## config.mk

```make
export PLATFORM = sky130hd
export DESIGN_NAME = chan_cfg_sequencer
export DESIGN_NICKNAME = d
export VERILOG_FILES = /design/src/rtl/chan_cfg_pkg.sv /design/src/rtl/axis_route1to2.sv /design/src/rtl/chan_cfg_sequencer.sv
export SDC_FILE = /design/constraint.sdc
export NUM_CORES = 1
export LEC_CHECK = 0
export CAP_MARGIN = 10
export CORE_MARGIN = 1.5
export CORE_UTILIZATION = 47
export CTS_BUF_LIST = sky130_fd_sc_hd__clkbuf_8
export DETAILED_ROUTE_END_ITERATION = 16
export GPL_TIMING_DRIVEN = 0
export PLACE_DENSITY = 0.84
export SLEW_MARGIN = 20
export SYNTH_ARGS = -nofsm -noshare
export SYNTH_HDL_FRONTEND = slang
export SYNTH_HIERARCHICAL = 1
export SYNTH_SLANG_ARGS = --single-unit
```

## constraint.sdc

```tcl
create_clock -name clk -period 4.14 [get_ports clk]
set_input_delay 0.414 -clock clk [delete_from_list [all_inputs] [get_ports clk]]
set_output_delay 0.414 -clock clk [all_outputs]
set_load 0.02 [all_outputs]
```

## src/rtl/chan_cfg_pkg.sv

```systemverilog
// Shared types and length rules for the channelizer configuration sequencer.
package chan_cfg_pkg;

  typedef enum logic [2:0] {
    ST_IDLE,
    ST_HALT,
    ST_TAPS,
    ST_MASK,
    ST_FLUSH,
    ST_RUN
  } cfg_state_e;

  localparam int unsigned MASK_BITS_PER_WORD = 32;

  // Word count a config block must have in the given state; 1 elsewhere keeps compares sane.
  function automatic int unsigned exp_len(cfg_state_e st, int unsigned m, int unsigned taps);
    case (st)
      ST_TAPS: return m * taps;
      ST_MASK: return m / MASK_BITS_PER_WORD;
      default: return 1;
    endcase
  endfunction

endpackage

```

## src/rtl/axis_route1to2.sv

```systemverilog
// Zero-latency AXI-stream demux: one source steered to one of two sinks, or swallowed when drop is set.
module axis_route1to2 #(
  parameter int DATA_W = 32
) (
  input  logic              sel,
  input  logic              en,
  input  logic              drop,
  input  logic              s_tvalid,
  output logic              s_tready,
  input  logic [DATA_W-1:0] s_tdata,
  input  logic              s_tlast,
  output logic              m0_tvalid,
  input  logic              m0_tready,
  output logic [DATA_W-1:0] m0_tdata,
  output logic              m0_tlast,
  output logic              m1_tvalid,
  input  logic              m1_tready,
  output logic [DATA_W-1:0] m1_tdata,
  output logic              m1_tlast
);

  assign m0_tvalid = s_tvalid & en & ~drop & ~sel;
  assign m1_tvalid = s_tvalid & en & ~drop & sel;
  assign m0_tdata  = s_tdata;
  assign m1_tdata  = s_tdata;
  assign m0_tlast  = s_tlast;
  assign m1_tlast  = s_tlast;

  // tvalid never looks at tready; only the backward path is muxed.
  assign s_tready = drop | (en & (sel ? m1_tready : m0_tready));

endmodule

```

## src/rtl/chan_cfg_sequencer.sv

```systemverilog
// Steers host config into channelizer tap-reload then bin-select ports, gating samples to FFT-block boundaries.
//
// state | meaning
// IDLE  | no config, samples gated; start_i begins a config
// HALT  | samples still pass until the current FFT block completes
// TAPS  | cfg stream routed to tap reload port
// MASK  | cfg stream routed to bin select port
// FLUSH | overlong block: cfg words discarded up to tlast
// RUN   | samples pass through; start_i requests reconfiguration
module chan_cfg_sequencer
  import chan_cfg_pkg::*;
#(
  parameter int          DATA_W         = 32,
  parameter int          FFT_SIZE_WIDTH = 12,
  parameter int unsigned TAPS_PER_PHASE = 32,
  parameter int          CNT_W          = 17
) (
  input  logic                      clk,
  input  logic                      reset_n,
  input  logic [FFT_SIZE_WIDTH-1:0] fft_size,
  input  logic                      start_i,
  input  logic                      s_axis_cfg_tvalid,
  output logic                      s_axis_cfg_tready,
  input  logic [DATA_W-1:0]         s_axis_cfg_tdata,
  input  logic                      s_axis_cfg_tlast,
  output logic                      m_axis_reload_tvalid,
  input  logic                      m_axis_reload_tready,
  output logic [DATA_W-1:0]         m_axis_reload_tdata,
  output logic                      m_axis_reload_tlast,
  output logic                      m_axis_select_tvalid,
  input  logic                      m_axis_select_tready,
  output logic [DATA_W-1:0]         m_axis_select_tdata,
  output logic                      m_axis_select_tlast,
  input  logic                      s_axis_data_tvalid,
  output logic                      s_axis_data_tready,
  input  logic [DATA_W-1:0]         s_axis_data_tdata,
  output logic                      m_axis_data_tvalid,
  input  logic                      m_axis_data_tready,
  output logic [DATA_W-1:0]         m_axis_data_tdata,
  output logic                      busy_o,
  output logic                      done_o,
  output logic                      err_o
);

  localparam int SCW = FFT_SIZE_WIDTH - 1;

  cfg_state_e                state;
  logic [FFT_SIZE_WIDTH-1:0] m_reg;
  logic [FFT_SIZE_WIDTH-1:0] m_pend;
  logic [SCW-1:0]            sample_cnt;
  logic [CNT_W-1:0]          word_cnt;
  logic [CNT_W-1:0]          exp_m1;
  logic                      pass;
  logic                      data_hs;
  logic                      cfg_hs;
  logic                      at_last;
  logic                      sample_wrap;
  logic                      route_en;
  logic                      route_sel;
  logic                      route_drop;

  // HALT stops passing the moment the block boundary is reached.
  assign pass = (state == ST_RUN) || ((state == ST_HALT) && (sample_cnt != '0));

  assign m_axis_data_tvalid = pass & s_axis_data_tvalid;
  assign s_axis_data_tready = pass & m_axis_data_tready;
  assign m_axis_data_tdata  = s_axis_data_tdata;
  assign data_hs            = m_axis_data_tvalid & m_axis_data_tready;

  assign route_en   = (state == ST_TAPS) || (state == ST_MASK);
  assign route_sel  = (state == ST_MASK);
  assign route_drop = (state == ST_FLUSH);

  axis_route1to2 #(.DATA_W(DATA_W)) u_route (
    .sel       (route_sel),
    .en        (route_en),
    .drop      (route_drop),
    .s_tvalid  (s_axis_cfg_tvalid),
    .s_tready  (s_axis_cfg_tready),
    .s_tdata   (s_axis_cfg_tdata),
    .s_tlast   (s_axis_cfg_tlast),
    .m0_tvalid (m_axis_reload_tvalid),
    .m0_tready (m_axis_reload_tready),
    .m0_tdata  (m_axis_reload_tdata),
    .m0_tlast  (m_axis_reload_tlast),
    .m1_tvalid (m_axis_select_tvalid),
    .m1_tready (m_axis_select_tready),
    .m1_tdata  (m_axis_select_tdata),
    .m1_tlast  (m_axis_select_tlast)
  );

  assign cfg_hs      = s_axis_cfg_tvalid & s_axis_cfg_tready;
  assign exp_m1      = CNT_W'(exp_len(state, 32'(m_reg), TAPS_PER_PHASE) - 32'd1);
  assign at_last     = (word_cnt == exp_m1);
  assign sample_wrap = ({1'b0, sample_cnt} == (m_reg - 1'b1));

  always_ff @(posedge clk or negedge reset_n) begin
    if (!reset_n) begin
      state      <= ST_IDLE;
      m_reg      <= '0;
      m_pend     <= '0;
      sample_cnt <= '0;
      word_cnt   <= '0;
      busy_o     <= 1'b0;
      done_o     <= 1'b0;
      err_o      <= 1'b0;
    end else begin
      done_o <= 1'b0;
      if (data_hs) sample_cnt <= sample_wrap ? '0 : sample_cnt + 1'b1;

      case (state)
        ST_IDLE: begin
          if (start_i) begin
            m_reg      <= fft_size;
            err_o      <= 1'b0;
            word_cnt   <= '0;
            sample_cnt <= '0;
            busy_o     <= 1'b1;
            state      <= ST_TAPS;
          end
        end
        ST_RUN: begin
          if (start_i) begin
            err_o  <= 1'b0;
            busy_o <= 1'b1;
            m_pend <= fft_size;
            // Already on a boundary with nothing moving: no drain needed.
            if ((sample_cnt == '0) && !data_hs) begin
              m_reg <= fft_size;
              state <= ST_TAPS;
            end else begin
              state <= ST_HALT;
            end
          end
        end
        ST_HALT: begin
          if (sample_cnt == '0) begin
            m_reg <= m_pend;
            state <= ST_TAPS;
          end
        end
        ST_TAPS, ST_MASK: begin
          if (cfg_hs) begin
            if (s_axis_cfg_tlast && at_last) begin
              word_cnt   <= '0;
              sample_cnt <= '0;
              if (state == ST_TAPS) begin
                state <= ST_MASK;
              end else begin
                state  <= ST_RUN;
                busy_o <= 1'b0;
                done_o <= 1'b1;
              end
            end else if (s_axis_cfg_tlast) begin
              err_o    <= 1'b1;
              word_cnt <= '0;
              busy_o   <= 1'b0;
              state    <= ST_IDLE;
            end else if (at_last) begin
              err_o    <= 1'b1;
              word_cnt <= '0;
              state    <= ST_FLUSH;
            end else begin
              word_cnt <= word_cnt + 1'b1;
            end
          end
        end
        ST_FLUSH: begin
          if (cfg_hs && s_axis_cfg_tlast) begin
            busy_o <= 1'b0;
            state  <= ST_IDLE;
          end
        end
        default: begin
          busy_o <= 1'b0;
          state  <= ST_IDLE;
        end
      endcase
    end
  end

endmodule

```

==> flow_summary.yaml <==
clocking:
  clk_path_buf_depth: 2
  clock_sinks: 58
  numCtsBuffers: 9
  cts.reportedPaths.clkPinSlew_ns: 0.07
  cts_max_level: 3
  clockRootBuffer: "clkbuf_8"
  cts_setup_buffers: 0
  cts_tree: "yes"
  hold_buffers: 0
  clock_latency_ns: 0.35
yosys:
  netlist_instances: 629
  synthArstFlopShare_pct: 100
  avgSynthCellArea_um2: 8.25
  ys_ff_latch: 58
  yosysTopAreaCellShare_pct: 28.0
  synth_edf_count: 0
  yosysTopAreaCell: "dfrtp_1"
  ys_warn_count: 6
  ys_top_cells_by_area: "dfrtp_1 28%, buf_4 14%, nor2_1 4.8%, xnor2_1 4.6%, xor2_1 4.6%"
  synth_top_flop_cell: "dfrtp_1"
  synth_seq_area_share_pct: 28.0
  syn-num-nets: 719
  ys_types: 69
  synth_area_mm2: 0.00519
global_routing:
  grt_usage_pct: 26.5
  gr-usage-met1_pct: 31.4
  use_met3_pct: 4.88
  gr-total-overflow: 0
  grt_pass1_vias: 4619
  top_usage_layer: "met2"
  antenna_found_initial: 0
  grt_pass1_wl_um: 23700
  grt_max_degree: 59
  use_met2_pct: 47.2
drt:
  vias_per_cell: 5.48
  drtPass1Iterations: 5
  wl_per_cell_um: 16.8
  wl_um: 15300
  vias: 4985
  drc_errors: 0
  drt_iter0_drc: 332
  ant_nets: 0
setup_path:
  ff2ff_path_depth: 11
  r2r-start: "m_reg[5]$_DFFE_PN0P_"
  r2r_setup_slack_ns: 0.30
  worstPathArrival_ns: 4.07
  critPathSlowestCell: "nor3_1"
  path_class: "flop to flop"
  path_cells: "buf_6 > nor3_1 > nor2_1 > or3_4 > a22oi_2 > nand4bb_1 > nor4_4 > nand4b_1 > a211oi_2 > buf_4 > nor2_1"
  critPathLaunchType: "flop"
  cp_common_cell: "nor2_1"
  cpPeakStageDelay_ns: 0.66
  crit_fanout: 10
  cp_top_family: "simple AND/OR/NAND/NOR gates"
  cp-end-kind: "flop"
  path_buf_inv: 2
  critPathRequiredTime_ns: 4.38
  r2r_end: "sample_cnt[9]$_DFF_PN0_"
sta:
  slew_viol_final: 0
  grt_setup_unrepaired: "no"
  setup_viol: 0
  skew_ns: 0.0101
  relSlewSlack_pct: 45.7
  fin_crit_ns: 3.84
  fmax_ghz: 0.261
  hold_violations: 0
  fin_crit_sh_pct: 92.7
  max_slew.worst_pin.slew_ns: 0.809
final_layout:
  area_growth_pct: 32.0
  seqCellArea_mm2: 0.00145
  largest_register_ffs: 17
  final_util_pct: 63.5
  final_area_mm2: 0.00685
  drive_gt1_share_pct: 21.0
  antennaDiodeCount: 0
  nNetsFinal: 855
  multiInputGateArea_mm2: 0.00278
  fillers: 920
floorplan:
  core_mm2: 0.0108
  initial_core_util_pct: 48.1
  rows: 38
  dieHeight_um: 108
  boundaryPins: 191
  die_area_mm2: 0.0117
  die_w_um: 108
power_and_ir_drop:
  vdd_ir_drop_max_mv: 0.278
  leakagePower_uw: 0.00298
  power_uw: 3010
  p_per_area_mw_per_mm2: 440
outcome:
  status: "completed"
placement:
  gp_congestion: 0.951
  hpwlAfterDp_um: 12100
  io_buffers: 125
  placed_area_mm2: 0.00661
job:
  cap_violations: 0
hold_path:
  hold_class: "input port to asynchronous set/reset pin"
## timing repair
item	CTS	global route
pin swaps	0	0
gates resized for setup	1	2
endpoints found under the setup margin	10	23
## through the flow
stage                     setup TNS, ns  cells  setup slack (ns)  hold slack, ns
after floorplan                       0    629              1.13           0.118
after global placement            -1.25    894            -0.127           0.470
after detailed placement         -0.168    894           -0.0230           0.486
after CTS                             0    910             0.104           0.151
after global routing                  0    910            0.0411           0.196
final                                 0    910             0.304           0.137
## layout make-up
class,count,share of cell area (%)
sequential,58,21.2
inverter,14,0.767
timing repair buffer,125,18.2
clock inverter,6,1.19
tap,140,2.56
multi-input combinational,421,40.6
buffer,136,13.5
clock buffer,10,2.01
## logic make-up (layout without fill, tap and decap cells)
family | after synthesis | after routing | share of synthesized area, %
simple gates | 241 | 241 | 24.0
buf+inv | 150 | 291 | 18.8
compound gates | 85 | 85 | 11.6
flops | 58 | 58 | 28.0
xor+xnor | 54 | 54 | 9.12
mux | 36 | 36 | 7.28
fa+ha+maj | 5 | 5 | 1.21
## cells in the mapped netlist (5+ instances only)
master,count
nor2_1,66
clkbuf_1,17
xor2_1,27
ha_1,5
and3_1,11
o21ai_0,13
xnor2_1,27
a31oi_1,5
nor3_1,22
inv_1,13
nand3_1,22
nand3b_1,5
buf_2,12
a21o_1,6
or3_1,5
nand2b_1,5
nand2_1,59
mux2_2,13
nand4_1,7
mux2i_1,22
buf_4,100
a21oi_1,26
nor4_1,9
dfrtp_1,58
## power breakdown
group	leakage (µW)	switching, µW	internal [µW]
Combinational	0.00210	1040	697
Clock	0.000113	232	351
Sequential	0.000767	48.9	645
Total	0.00298	1320	1690
## layout by cell type (no fill, tap or decap), drive strengths merged, types with 13 or more instances in the layout
cell type / synthesis / final
mux2: 14 / 14
dfrtp: 58 / 58
nand2: 59 / 59
xnor2: 27 / 27
o21ai: 13 / 13
inv: 13 / 14
clkdlybuf4s50: 0 / 124
clkbuf: 17 / 27
nor3: 23 / 23
a21oi: 27 / 27
nor2: 66 / 66
xor2: 27 / 27
buf: 119 / 120
nand3: 22 / 22
mux2i: 22 / 22
## layer usage
| metal | wire length, µm | vias up |
|---|---|---|
| met2 | 7780 | 289 |
| met4 | 316 | 0 |
| met5 | 0 | - |
| met1 | 5830 | 2306 |
| li1 | - | 2357 |
| met3 | 1320 | 33 |
## worst max-delay path by stage
stage               slack, ns                       to                 start  depth (start not counted)
CTS                      0.10  sample_cnt[9]$_DFF_PN0_  state[2]$_DFFE_PN0P_                         15
floorplan                1.13  sample_cnt[0]$_DFF_PN0_  state[2]$_DFFE_PN0P_                         15
global route             0.04  sample_cnt[5]$_DFF_PN0_  state[2]$_DFFE_PN0P_                         15
finish                   0.30  sample_cnt[9]$_DFF_PN0_  m_reg[5]$_DFFE_PN0P_                         11
global placement        -0.13  sample_cnt[8]$_DFF_PN0_  state[2]$_DFFE_PN0P_                         15
detailed placement      -0.02  sample_cnt[1]$_DFF_PN0_  state[2]$_DFFE_PN0P_                         15
No activity file was read; power rests on OpenSTA's default activity.
